<file path="src/rtl/uart_rx_fifo.sv">
// uart_rx_fifo: oversampled UART receiver (8N1) feeding a first-word-fall-through
// byte FIFO, with framing-error pulse and sticky overrun/parity flags.
// Optional feature macro: UART_RX_PARITY_EN (8E1 frames, parity checking).
module uart_rx_fifo #(
    parameter int CLKS_PER_BIT = 434,
    parameter int FIFO_DEPTH   = 16
) (
    input  logic                          clock,
    input  logic                          reset_n,
    input  logic                          UART_RX,
    input  logic                          rd_en,
    output logic [7:0]                    rd_data,
    output logic                          rd_valid,
    output logic [$clog2(FIFO_DEPTH):0]   fifo_count,
    input  logic                          clear_errors,
    output logic                          framing_error,
    output logic                          overrun,
    output logic                          parity_error
);
    localparam int AW = $clog2(FIFO_DEPTH);
    localparam int CW = AW + 1;
    localparam int BW = $clog2(CLKS_PER_BIT);
    localparam logic [BW-1:0] HALF_M1 = BW'(CLKS_PER_BIT / 2 - 1);
    localparam logic [BW-1:0] FULL_M1 = BW'(CLKS_PER_BIT - 1);

`ifdef UART_RX_PARITY_EN
    typedef enum logic [2:0] {S_IDLE, S_START, S_DATA, S_PARITY, S_STOP, S_BREAK} state_t;
`else
    typedef enum logic [2:0] {S_IDLE, S_START, S_DATA, S_STOP, S_BREAK} state_t;
`endif

    logic          r_rx_meta, r_rx_s;
    state_t        r_state, w_state_nx;
    logic [BW-1:0] r_baud, w_baud_nx;
    logic [2:0]    r_bit, w_bit_nx;
    logic [7:0]    r_shift, w_shift_nx;
    logic          w_push, w_ferr, r_ferr;
`ifdef UART_RX_PARITY_EN
    logic          r_par_bad, w_par_bad_nx, w_par_set, r_par_err;
`endif

    logic [7:0]    r_mem [FIFO_DEPTH];
    logic [AW-1:0] r_wptr, r_rptr;
    logic [CW-1:0] r_count;
    logic          r_ovr;
    logic          w_full, w_pop, w_wr, w_ovr_set;

    // Two-flop synchroniser; idles high so reset never looks like a start bit.
    always_ff @(posedge clock or negedge reset_n) begin
        if (!reset_n) begin
            r_rx_meta <= 1'b1;
            r_rx_s    <= 1'b1;
        end else begin
            r_rx_meta <= UART_RX;
            r_rx_s    <= r_rx_meta;
        end
    end

    // Receiver state, baud/bit counters and shift register.
    always_ff @(posedge clock or negedge reset_n) begin
        if (!reset_n) begin
            r_state <= S_IDLE;
            r_baud  <= '0;
            r_bit   <= '0;
            r_shift <= '0;
            r_ferr  <= 1'b0;
`ifdef UART_RX_PARITY_EN
            r_par_bad <= 1'b0;
`endif
        end else begin
            r_state <= w_state_nx;
            r_baud  <= w_baud_nx;
            r_bit   <= w_bit_nx;
            r_shift <= w_shift_nx;
            r_ferr  <= w_ferr;
`ifdef UART_RX_PARITY_EN
            r_par_bad <= w_par_bad_nx;
`endif
        end
    end

    // Frame decoding: half-bit start check, then one sample per bit centre.
    // STOP returns to IDLE at the stop-bit centre so back-to-back frames work.
    always_comb begin
        w_state_nx = r_state;
        w_baud_nx  = r_baud;
        w_bit_nx   = r_bit;
        w_shift_nx = r_shift;
        w_push     = 1'b0;
        w_ferr     = 1'b0;
`ifdef UART_RX_PARITY_EN
        w_par_bad_nx = r_par_bad;
        w_par_set    = 1'b0;
`endif
        case (r_state)
            S_IDLE: begin
                w_baud_nx = '0;
                w_bit_nx  = '0;
`ifdef UART_RX_PARITY_EN
                w_par_bad_nx = 1'b0;
`endif
                if (!r_rx_s) w_state_nx = S_START;
            end
            S_START: begin
                if (r_baud == HALF_M1) begin
                    w_baud_nx  = '0;
                    w_state_nx = r_rx_s ? S_IDLE : S_DATA;
                end else begin
                    w_baud_nx = r_baud + BW'(1);
                end
            end
            S_DATA: begin
                if (r_baud == FULL_M1) begin
                    w_baud_nx  = '0;
                    w_shift_nx = {r_rx_s, r_shift[7:1]};
                    w_bit_nx   = r_bit + 3'd1;
`ifdef UART_RX_PARITY_EN
                    if (r_bit == 3'd7) w_state_nx = S_PARITY;
`else
                    if (r_bit == 3'd7) w_state_nx = S_STOP;
`endif
                end else begin
                    w_baud_nx = r_baud + BW'(1);
                end
            end
`ifdef UART_RX_PARITY_EN
            S_PARITY: begin
                if (r_baud == FULL_M1) begin
                    w_baud_nx    = '0;
                    w_par_bad_nx = ^{r_shift, r_rx_s};
                    w_par_set    = ^{r_shift, r_rx_s};
                    w_state_nx   = S_STOP;
                end else begin
                    w_baud_nx = r_baud + BW'(1);
                end
            end
`endif
            S_STOP: begin
                if (r_baud == FULL_M1) begin
                    w_baud_nx = '0;
                    if (r_rx_s) begin
`ifdef UART_RX_PARITY_EN
                        w_push = !r_par_bad;
`else
                        w_push = 1'b1;
`endif
                        w_state_nx = S_IDLE;
                    end else begin
                        w_ferr     = 1'b1;
                        w_state_nx = S_BREAK;
                    end
                end else begin
                    w_baud_nx = r_baud + BW'(1);
                end
            end
            S_BREAK: begin
                // Line held low past the stop bit: wait for idle before re-arming.
                if (r_rx_s) w_state_nx = S_IDLE;
            end
            default: w_state_nx = S_IDLE;
        endcase
    end

    assign w_full    = (r_count == CW'(FIFO_DEPTH));
    assign w_pop     = rd_en && (r_count != '0);
    assign w_wr      = w_push && (!w_full || w_pop);
    assign w_ovr_set = w_push && w_full && !w_pop;

    // FIFO storage; contents are only observable through rd_data when non-empty.
    always_ff @(posedge clock) begin
        if (w_wr) r_mem[r_wptr] <= r_shift;
    end

    // FIFO pointers, occupancy and sticky error flags.
    always_ff @(posedge clock or negedge reset_n) begin
        if (!reset_n) begin
            r_wptr  <= '0;
            r_rptr  <= '0;
            r_count <= '0;
            r_ovr   <= 1'b0;
        end else begin
            if (w_wr)  r_wptr <= r_wptr + AW'(1);
            if (w_pop) r_rptr <= r_rptr + AW'(1);
            case ({w_wr, w_pop})
                2'b10:   r_count <= r_count + CW'(1);
                2'b01:   r_count <= r_count - CW'(1);
                default: r_count <= r_count;
            endcase
            if (w_ovr_set)         r_ovr <= 1'b1;
            else if (clear_errors) r_ovr <= 1'b0;
        end
    end

`ifdef UART_RX_PARITY_EN
    // Sticky parity flag; a new error in the clearing cycle still sets it.
    always_ff @(posedge clock or negedge reset_n) begin
        if (!reset_n)          r_par_err <= 1'b0;
        else if (w_par_set)    r_par_err <= 1'b1;
        else if (clear_errors) r_par_err <= 1'b0;
    end
    assign parity_error = r_par_err;
`else
    assign parity_error = 1'b0;
`endif

    assign rd_valid      = (r_count != '0);
    assign rd_data       = rd_valid ? r_mem[r_rptr] : 8'h00;
    assign fifo_count    = r_count;
    assign framing_error = r_ferr;
    assign overrun       = r_ovr;
endmodule

</file>
<file path="config.mk">
export PLATFORM = sky130hd
export DESIGN_NAME = uart_rx_fifo
export DESIGN_NICKNAME = d
export VERILOG_FILES = /design/src/rtl/uart_rx_fifo.sv
export SDC_FILE = /design/constraint.sdc
export NUM_CORES = 1
export LEC_CHECK = 0
export ABC_AREA = 1
export ABC_CLOCK_PERIOD_IN_PS = 2950
export BUFFER_PORTS_ARGS = -buffer_cell sky130_fd_sc_hd__buf_2
export CAP_MARGIN = 0
export CORE_MARGIN = 1.5
export CORE_UTILIZATION = 50
export CTS_BUF_LIST = sky130_fd_sc_hd__clkbuf_4 sky130_fd_sc_hd__clkbuf_8 sky130_fd_sc_hd__clkbuf_16
export DETAILED_ROUTE_END_ITERATION = 12
export PLACE_DENSITY_LB_ADDON = 0.08
export SLEW_MARGIN = 15
export SYNTH_ARGS = -nofsm -noshare
export SYNTH_HDL_FRONTEND = slang
export SYNTH_SLANG_ARGS = --single-unit
</file>
<file path="constraint.sdc">
create_clock -name clock -period 2.95 [get_ports clock]
set_input_delay 0.295 -clock clock [delete_from_list [all_inputs] [get_ports clock]]
set_output_delay 0.295 -clock clock [all_outputs]
set_load 0.02 [all_outputs]
</file>
==> results.json, run 1 <==
{
  "cts_root_buf": "clkbuf_16",
  "syn_nets": 638,
  "cts_buffers": 17,
  "post-cts-setup-buffers": 0,
  "cap_violations": 0,
  "hold_path.class": "input pin to asynchronous set/reset pin",
  "ant_nets": 0,
  "post_drt_wl_per_cell_microns": 19.9,
  "clk_pin_slew_ps": 60,
  "antenna_found_initial": 0,
  "cp_max_fo": 66,
  "ios": 22,
  "syn_inst": 621,
  "cts_resized": 0,
  "gp_congestion": 0.931,
  "irDropWorstVdd_mv": 0.419,
  "grt_use_total_pct": 23.8,
  "cp-end-kind": "primary output",
  "dr.pass1.iters": 5,
  "grt_pass1_vias": 4924,
  "tritoncts": "yes",
  "clock_sink_count": 168,
  "synth_seq_cells": 168,
  "fmax_mhz": 362,
  "synth_cell_type_count": 36,
  "power_density_mw_per_mm2": 901,
  "grt_max_degree": 67,
  "vias_per_cell": 5.73,
  "n_antenna_cell": 0,
  "die_x_microns": 123,
  "cts_max_level": 4,
  "area_growth_pct": 12.8,
  "relSlewSlack_pct": 40.3,
  "start_util_pct": 51.5,
  "final_nets": 661,
  "critPathRequiredTime_ps": 2650,
  "final_hold_viol_count": 12,
  "die-area_sq_mm": 0.0151,
  "leakage_nw": 3.39,
  "setup_tns_ps": 0,
  "syn_area_sq_mm": 0.00721,
  "setup_violations": 0,
  "fin_worst_skew_ps": 12.4,
  "fill_cells": 1188,
  "drt_iter0_markers": 474,
  "report.final.slew_viol_count": 0,
  "numPortBuffers": 20,
  "ys_warn_count": 0,
  "synth_edf_count": 128,
  "crit_arrival_ps": 2470,
  "rsz0062_at_grt": "false",
  "worstSkewPairLatency_ps": 430,
  "synth-seq-area-share_pct": 67.2,
  "route.detailed.drc": 0,
  "wl_microns": 16600,
  "violations": "negative hold slack",
  "status": "finished with violations",
  "ys_dominant_reg_cell": "edfxtp_1",
  "fin_crit_ps": 2760,
  "die_y_microns": 123,
  "async_reset_ff_share_pct": 23.8,
  "whs_ps": -8.00,
  "tightest_slew_ps": 895,
  "period_share_pct": 93.6,
  "worst-setup-path-type": "register to primary output",
  "dp_hpwl_microns": 10800,
  "start_kind": "register",
  "postSynthAreaPerCell_sq_um": 11.6,
  "grt_pass1_wl_microns": 26100,
  "core_region_area_sq_mm": 0.0140,
  "drive_gt1_share_pct": 14.6,
  "rows": 43,
  "clockBufferDepth": 2,
  "grt-ovfl-total": 0,
  "final_util_pct": 58.1,
  "vias": 4794
}
==> kinds of logic (layout without fill, tap and decap cells) <==
group	count (synthesis)	in the layout	share of synthesized area, %
AO/OA/AOI/OAI	131	131	10.5
buffers and inverters	70	106	4.06
adder cells (fa/ha/maj)	12	12	2.08
other	1	1	0.0520
flip-flops	168	168	67.2
multiplexers	7	7	1.09
XOR/XNOR	10	10	1.32
AND/OR/NAND/NOR	222	222	13.7
==> synthesized netlist by cell type, types with 6 or more instances <==
| library cell | instances | area, sq um |
|---|---|---|
| nor3_1 | 6 | 30.0 |
| o22ai_1 | 13 | 81.3 |
| nor2_1 | 113 | 424 |
| edfxtp_1 | 128 | 3840 |
| ha_1 | 12 | 150 |
| mux2_2 | 7 | 78.8 |
| dfrtp_1 | 38 | 951 |
| clkbuf_1 | 14 | 52.6 |
| nand2_1 | 49 | 184 |
| nand3_1 | 31 | 155 |
| inv_1 | 36 | 135 |
| xor2_1 | 9 | 78.8 |
| nand2_2 | 6 | 37.5 |
| o21ai_0 | 80 | 400 |
| a21oi_1 | 13 | 65.1 |
| buf_2 | 7 | 35.0 |
| o221ai_1 | 20 | 175 |
==> per-stage QoR <==
step	total power, mW	cell area [sq um]	worst slack [ps]	instances
after global routing	7.73	8130	39.0	837
after floorplan	4.32	7210	905	621
after detailed placement	5.01	7490	447	804
final	7.32	8130	188	837
after CTS	7.34	8130	182	837
after global placement	4.98	7490	562	804
==> layer usage <==
metal  GRT usage (%)  part of all wire (%)  vias to the layer above
met1            30.7                    44                     2356
met4            9.77                   2.8                        0
met2            39.4                    49                      154
li1                -                     -                     2248
met3            4.89                   4.7                       36
met5               0                     0                        -
==> final timing paths <==
check                        startpoint            to  slack (ps)  depth (start not counted)
max                           r_rptr[0]    rd_data[4]         190                          6
min                             reset_n      r_bit[0]          -8                          1
max reg2reg                  r_state[2]  r_mem[15][7]         420                          7
min reg2reg                   r_rx_meta        r_rx_s         360                          0
max in group asynchronous       reset_n     r_rptr[0]        2340                          1
min in group clock         clear_errors       overrun          50                          2
==> state kept, by name, summed over array words and instances (netlist names) <==
| register | count |
|---|---|
| r_mem | 128 |
| r_baud | 9 |
| r_shift | 8 |
| fifo_count | 5 |
| r_rptr | 4 |
| r_wptr | 4 |
| r_bit | 3 |
| r_state | 3 |
| framing_error | 1 |
| overrun | 1 |
| r_rx_meta | 1 |
| r_rx_s | 1 |
==> layout make-up <==
class	count	area, sq um	share of cell area, %
clock buffer	22	475	5.85
sequential	168	4850	59.6
clock inverter	10	150	1.85
inverter	43	164	2.02
multi-input combinational	383	2070	25.5
tap	180	225	2.77
timing repair buffer	31	198	2.43
==> placed cells by master, fill, tap and decap left out, drive strengths merged <==
| master | count |
|---|---|
| dfstp | 2 |
| nor3 | 6 |
| o21ai | 83 |
| bufinv | 4 |
| conb | 1 |
| clkbuf | 22 |
| ha | 12 |
| a21oi | 13 |
| nand3 | 34 |
| inv | 42 |
| buf | 30 |
| clkinvlp | 1 |
| o221ai | 20 |
| o22ai | 13 |
| nor2 | 118 |
| clkinv | 6 |
| edfxtp | 128 |
| o31ai | 1 |
| nand2 | 59 |
| dfrtp | 38 |
| xor2 | 10 |
| o211ai | 1 |
| mux2 | 7 |
| dlygate4sd3 | 1 |
| nand4 | 5 |
==> worst max-delay path, cell delays in order (launching register included) <==
cell      delay [ps]
dfrtp_2          370
buf_4            500
o21ai_0          230
o221ai_1         380
nand3_1          170
a21oi_1          200
buf_2            190
==> power by group <==
| part | internal [mW] | switching [mW] |
|---|---|---|
| combinational | 0.752 | 1.54 |
| sequential | 2.59 | 0.101 |
| clock | 1.48 | 0.861 |
| total | 4.82 | 2.51 |
==> repair_timing <==
action,CTS,global route
hold buffers,1,0
endpoints found under the setup margin,0,0
hold endpoints to repair,1,0
Note: power is estimated with default switching activity, not from simulation.
==> inputs of run 2 (changes only) <==
==> constraint.sdc (replaced) <==
create_clock -name clock -period 2.95 [get_ports clock]
set_input_delay 0.1475 -clock clock [delete_from_list [all_inputs] [get_ports clock]]
set_output_delay 0.1475 -clock clock [all_outputs]
set_load 0.02 [all_outputs]
==> run 2 against run 1 <==
Net effect: hold slack better by 51 ps; register-to-register slack better by 20 ps; fmax is 3.0% higher; the flow now finishes without violations; first-iteration DRC count is 20% higher; count of clock-buffer cells in the layout is 3 lower; sequential share of layout area is 0.24 points lower; final cell count stayed put; via count is 0.35% higher; routed wire length is 1.5% higher; final area is 0.40% higher; clock skew is 5.8 ps lower; clock power is 4% higher.
==> results.json, run 2 (synthesis gave the netlist of run 1 again) <==
{
  "status": "complete, no violations",
  "die-area_sq_mm": 0.0151,
  "setup_tns_ps": 0,
  "final_nets": 662,
  "worstSkewPairLatency_ps": 430,
  "tightest_slew_ps": 925,
  "reg2reg_slack_ps": 440,
  "ant_nets": 0,
  "die_x_microns": 123,
  "worstRegToRegCells": 7,
  "cpPeakStageDelay_ps": 500,
  "hp-start": "rd_en",
  "grt_use_total_pct": 24.3,
  "period_share_pct": 90.9,
  "fmax_mhz": 373,
  "dp_hpwl_microns": 10900,
  "reg2reg_to": "r_mem[3][1]",
  "area_growth_pct": 13.2,
  "irDropWorstVdd_mv": 0.542,
  "rsz0062_at_grt": "false",
  "crit_path_cell_trace": "buf_4 > o21ai_0 > o221ai_1 > nand3_1 > a21oi_1 > buf_2",
  "final_common_cell": "edfxtp_1",
  "fin_crit_ps": 2680,
  "antenna_found_initial": 0,
  "endpoint": "rd_data[7]",
  "timing.rr.start": "r_state[2]",
  "cts_max_level": 4,
  "largest_reg_flops": 128,
  "grt_max_degree": 64,
  "finalPower_mw": 7.44,
  "start_util_pct": 51.5,
  "die_y_microns": 123,
  "report.final.slew_viol_count": 0,
  "cts_resized": 0,
  "numPortBuffers": 20,
  "cp-end-kind": "primary output",
  "grt_pass1_wl_microns": 26400,
  "post_drt_wl_per_cell_microns": 20.2,
  "vias_per_cell": 5.75,
  "setup_violations": 0,
  "wl_microns": 16900,
  "drt_iter0_markers": 567,
  "clock_sink_count": 168,
  "holdPathStages": 3,
  "largest-register": "r_mem",
  "top_regs": "r_mem x128, r_baud x9, r_shift x8",
  "ios": 22,
  "gp_congestion": 0.926,
  "cts_buffers": 17,
  "rows": 43,
  "power_density_mw_per_mm2": 912,
  "grt_pass1_vias": 4851,
  "cp_max_fo": 63,
  "cts_root_buf": "clkbuf_16",
  "grt-ovfl-total": 0,
  "crit_arrival_ps": 2540,
  "leakage_nw": 3.40,
  "clk_pin_slew_ps": 60,
  "tritoncts": "yes",
  "fin_worst_skew_ps": 6.62,
  "final_hold_viol_count": 0,
  "critPathLaunch": "r_rptr[0]",
  "n_antenna_cell": 0,
  "critPathRequiredTime_ps": 2800,
  "core_region_area_sq_mm": 0.0140,
  "dr.pass1.iters": 6,
  "clockBufferDepth": 2,
  "start_kind": "register",
  "vias": 4811,
  "drive_gt1_share_pct": 14.0,
  "final_cell_mix": "edfxtp_1, nor2_1, o21ai_0",
  "cp_slowest_cell": "buf_4",
  "cap_violations": 0,
  "relSlewSlack_pct": 38.3,
  "hold_path.class": "input pin to register",
  "route.detailed.drc": 0,
  "worst-setup-path-type": "register to primary output"
}
[run 2: metrics by stage]
step | instances | setup WS, ps | cell area [sq um] | util (%) | hold WS (ps)
after detailed placement | 803 | 447 | 7490 | 53.5 | 258
after floorplan | 621 | 905 | 7210 | - | -148
after CTS | 837 | 262 | 8160 | 58.4 | 29.3
after global routing | 837 | 108 | 8160 | 58.4 | 44.9
final | 837 | 267 | 8160 | 58.4 | 42.7
after global placement | 803 | 546 | 7490 | 53.5 | 254
[run 2: layout make-up]
cell class / instances / area (sq um)
inverter: 43 / 164
fill: 1148 / 5830
clock buffer: 19 / 440
clock inverter: 12 / 205
sequential: 168 / 4850
tap: 180 / 225
timing repair buffer: 32 / 210
multi-input combinational: 383 / 2070
[run 2: worst max-delay path, delay by kind of cell (launching register included)]
kind	cells	cell delay, ps
simple gates	1	180
buf+inv	2	680
compound gates	3	760
flops	1	450
[run 2: how the worst min path moves through the flow]
stage | end | slack [ps]
2_1_floorplan | fifo_count[0] | -150
3_3_place_gp | r_rx_meta | 250
3_5_place_dp | r_rx_meta | 260
4_1_cts | r_rptr[0] | 30
5_1_grt | r_rptr[0] | 40
6_report | r_rptr[0] | 40
[run 2: what timing repair did]
item                      in CTS  in global routing
setup buffers                  0                  0
hold buffers                   3                  0
hold endpoints to repair      40                  0
[run 2: metal layers]
layer | part of all wire (%) | GRT usage, %
met1 | 42 | 32.0
met2 | 51 | 41.1
met3 | 5.8 | 4.66
met4 | 1.3 | 7.40
met5 | 0 | 0
[run 2: power by group]
| group | switching [mW] | total, mW | internal [mW] |
|---|---|---|---|
| registers | 0.0845 | 2.67 | 2.59 |
| clock network | 0.852 | 2.44 | 1.58 |
| logic | 1.59 | 2.33 | 0.746 |
| total | 2.52 | 7.44 | 4.92 |
==> inputs of run 3 (changes only) <==
--- a/config.mk
+++ b/config.mk
@@ -9,7 +9,7 @@
 export ABC_CLOCK_PERIOD_IN_PS = 2950
 export BUFFER_PORTS_ARGS = -buffer_cell sky130_fd_sc_hd__buf_2
 export CAP_MARGIN = 0
-export CORE_MARGIN = 1.5
+export CORE_MARGIN = 4
 export CORE_UTILIZATION = 50
 export CTS_BUF_LIST = sky130_fd_sc_hd__clkbuf_4 sky130_fd_sc_hd__clkbuf_8 sky130_fd_sc_hd__clkbuf_16
 export DETAILED_ROUTE_END_ITERATION = 12
==> run 3 against run 2 <==
Net effect: clock power fell by 13%; clock skew rose by 0.85 ps; largest power group unchanged; core utilization fell by 0.54 points.
==> results.json, run 3 (synthesis gave the netlist of run 1 again) <==
{
  "finalPower_mw": 7.13,
  "timing.rr.start": "r_state[2]",
  "cp_max_fo": 66,
  "die_x_microns": 128,
  "final_cell_count_no_fill": 837,
  "period_share_pct": 88.6,
  "grt_max_degree": 67,
  "final_util_pct": 57.8,
  "cap_violations": 0,
  "hp-start": "rd_en",
  "fill_cells": 1178,
  "ant_nets": 0,
  "final_cell_mix": "edfxtp_1, nor2_1, o21ai_0",
  "clock_sink_count": 168,
  "dp_hpwl_microns": 10800,
  "rsz0062_at_grt": "false",
  "grt_use_total_pct": 21.3,
  "vias_per_cell": 5.76,
  "final_nets": 661,
  "fin_worst_skew_ps": 7.47,
  "clockBufferDepth": 2,
  "ios": 22,
  "multi_input_area_sq_mm": 0.00207,
  "worstSkewPairLatency_ps": 420,
  "cts_resized": 0,
  "setup_ws_ps": 335,
  "core_region_area_sq_mm": 0.0140,
  "grt_pass1_wl_microns": 26100,
  "whs_ps": 44.0,
  "setup_violations": 0,
  "clk_pin_slew_ps": 60,
  "drive_gt1_share_pct": 14.6,
  "vias": 4817,
  "crit_arrival_ps": 2470,
  "final_common_cell": "edfxtp_1",
  "grt-ovfl-total": 0,
  "place_inst": 802,
  "die-area_sq_mm": 0.0164,
  "fin_crit_ps": 2610,
  "cp-end-kind": "primary output",
  "route.detailed.drc": 0,
  "start_util_pct": 51.5,
  "cts_root_buf": "clkbuf_16",
  "die_y_microns": 128,
  "dpl-instance-area_sq_mm": 0.00748,
  "wl_microns": 16500,
  "largest-register": "r_mem",
  "hold_path.class": "input pin to register",
  "area_growth_pct": 12.2,
  "n_antenna_cell": 0,
  "critPathLaunch": "r_rptr[0]",
  "start_kind": "register",
  "final_hold_viol_count": 0,
  "post_drt_wl_per_cell_microns": 19.7,
  "leakage_nw": 3.36,
  "fmax_mhz": 382,
  "critPathRequiredTime_ps": 2800,
  "numPortBuffers": 20,
  "pre_cts_slack_ps": 485,
  "tritoncts": "yes",
  "report.final.slew_viol_count": 0,
  "dr.pass1.iters": 5,
  "seq_area_sq_mm": 0.00485,
  "antenna_found_initial": 0,
  "grt_pass1_vias": 4839,
  "cts_max_level": 4,
  "tightest_slew_ps": 936,
  "status": "complete, no violations",
  "cts_buffers": 17,
  "power_density_mw_per_mm2": 882,
  "relSlewSlack_pct": 37.6,
  "largest_reg_flops": 128,
  "gp_congestion": 0.942,
  "fin_area_sq_mm": 0.00809,
  "rows": 43,
  "worst-setup-path-type": "register to primary output",
  "top_regs": "r_mem x128, r_baud x9, r_shift x8",
  "setup_tns_ps": 0,
  "drt_iter0_markers": 490,
  "irDropWorstVdd_mv": 0.484
}
## run 3: changes by cell type in the layout (fill, tap and decap cells not counted), moves of 2 or more
cell	change
bufinv_16	-5
clkinv_1	-4
clkinv_2	+3
clkbuf_4	+2
clkbuf_8	+2
clkinvlp_4	+2
## run 3: final timing paths
check,slack (ps),end,cells past startpoint
worst max-delay path,340,rd_data[4],8
worst min-delay path,40,r_rptr[0],3
worst max register to register,460,r_mem[0][0],7
worst min register to register,370,r_rx_s,0
max in group asynchronous,1900,r_rptr[0],2
min in group asynchronous,410,r_bit[2],2
## run 3: per-layer routing
layer | GRT usage (%) | routed length, microns | vias up
met5 | 0 | 0 | -
met4 | 7.93 | 312 | 0
met3 | 4.38 | 892 | 29
met2 | 35.8 | 8410 | 178
met1 | 27.4 | 6900 | 2364
li1 | - | - | 2246
## run 3: critical path: stages, from the launching register on
cell and delay (ps):
dfrtp_2 400, buf_4 510, o21ai_0 220, o22ai_1 230, nor2_1 70, nor2_1 80, o21ai_0 100, a21oi_1 220
buf_2 210
## run 3: layout make-up
class | count | share of cell area [%]
Clock buffer | 24 | 6.28
Clock inverter | 8 | 0.866
Inverter | 43 | 2.03
Multi-Input combinational cell | 383 | 25.6
Sequential cell | 168 | 59.9
Tap cell | 180 | 2.78
Timing Repair Buffer | 31 | 2.51
## run 3: timing repair
item                                    CTS  global route
endpoints found under the setup margin    0             0
buffers inserted                          0             0
hold buffers                              3             0
hold endpoints to repair                 40             0
## run 3: power by group
group / switching (mW) / total [mW] / internal, mW
combinational: 1.60 / 2.34 / 0.737
sequential: 0.0789 / 2.67 / 2.59
clock: 0.842 / 2.13 / 1.29
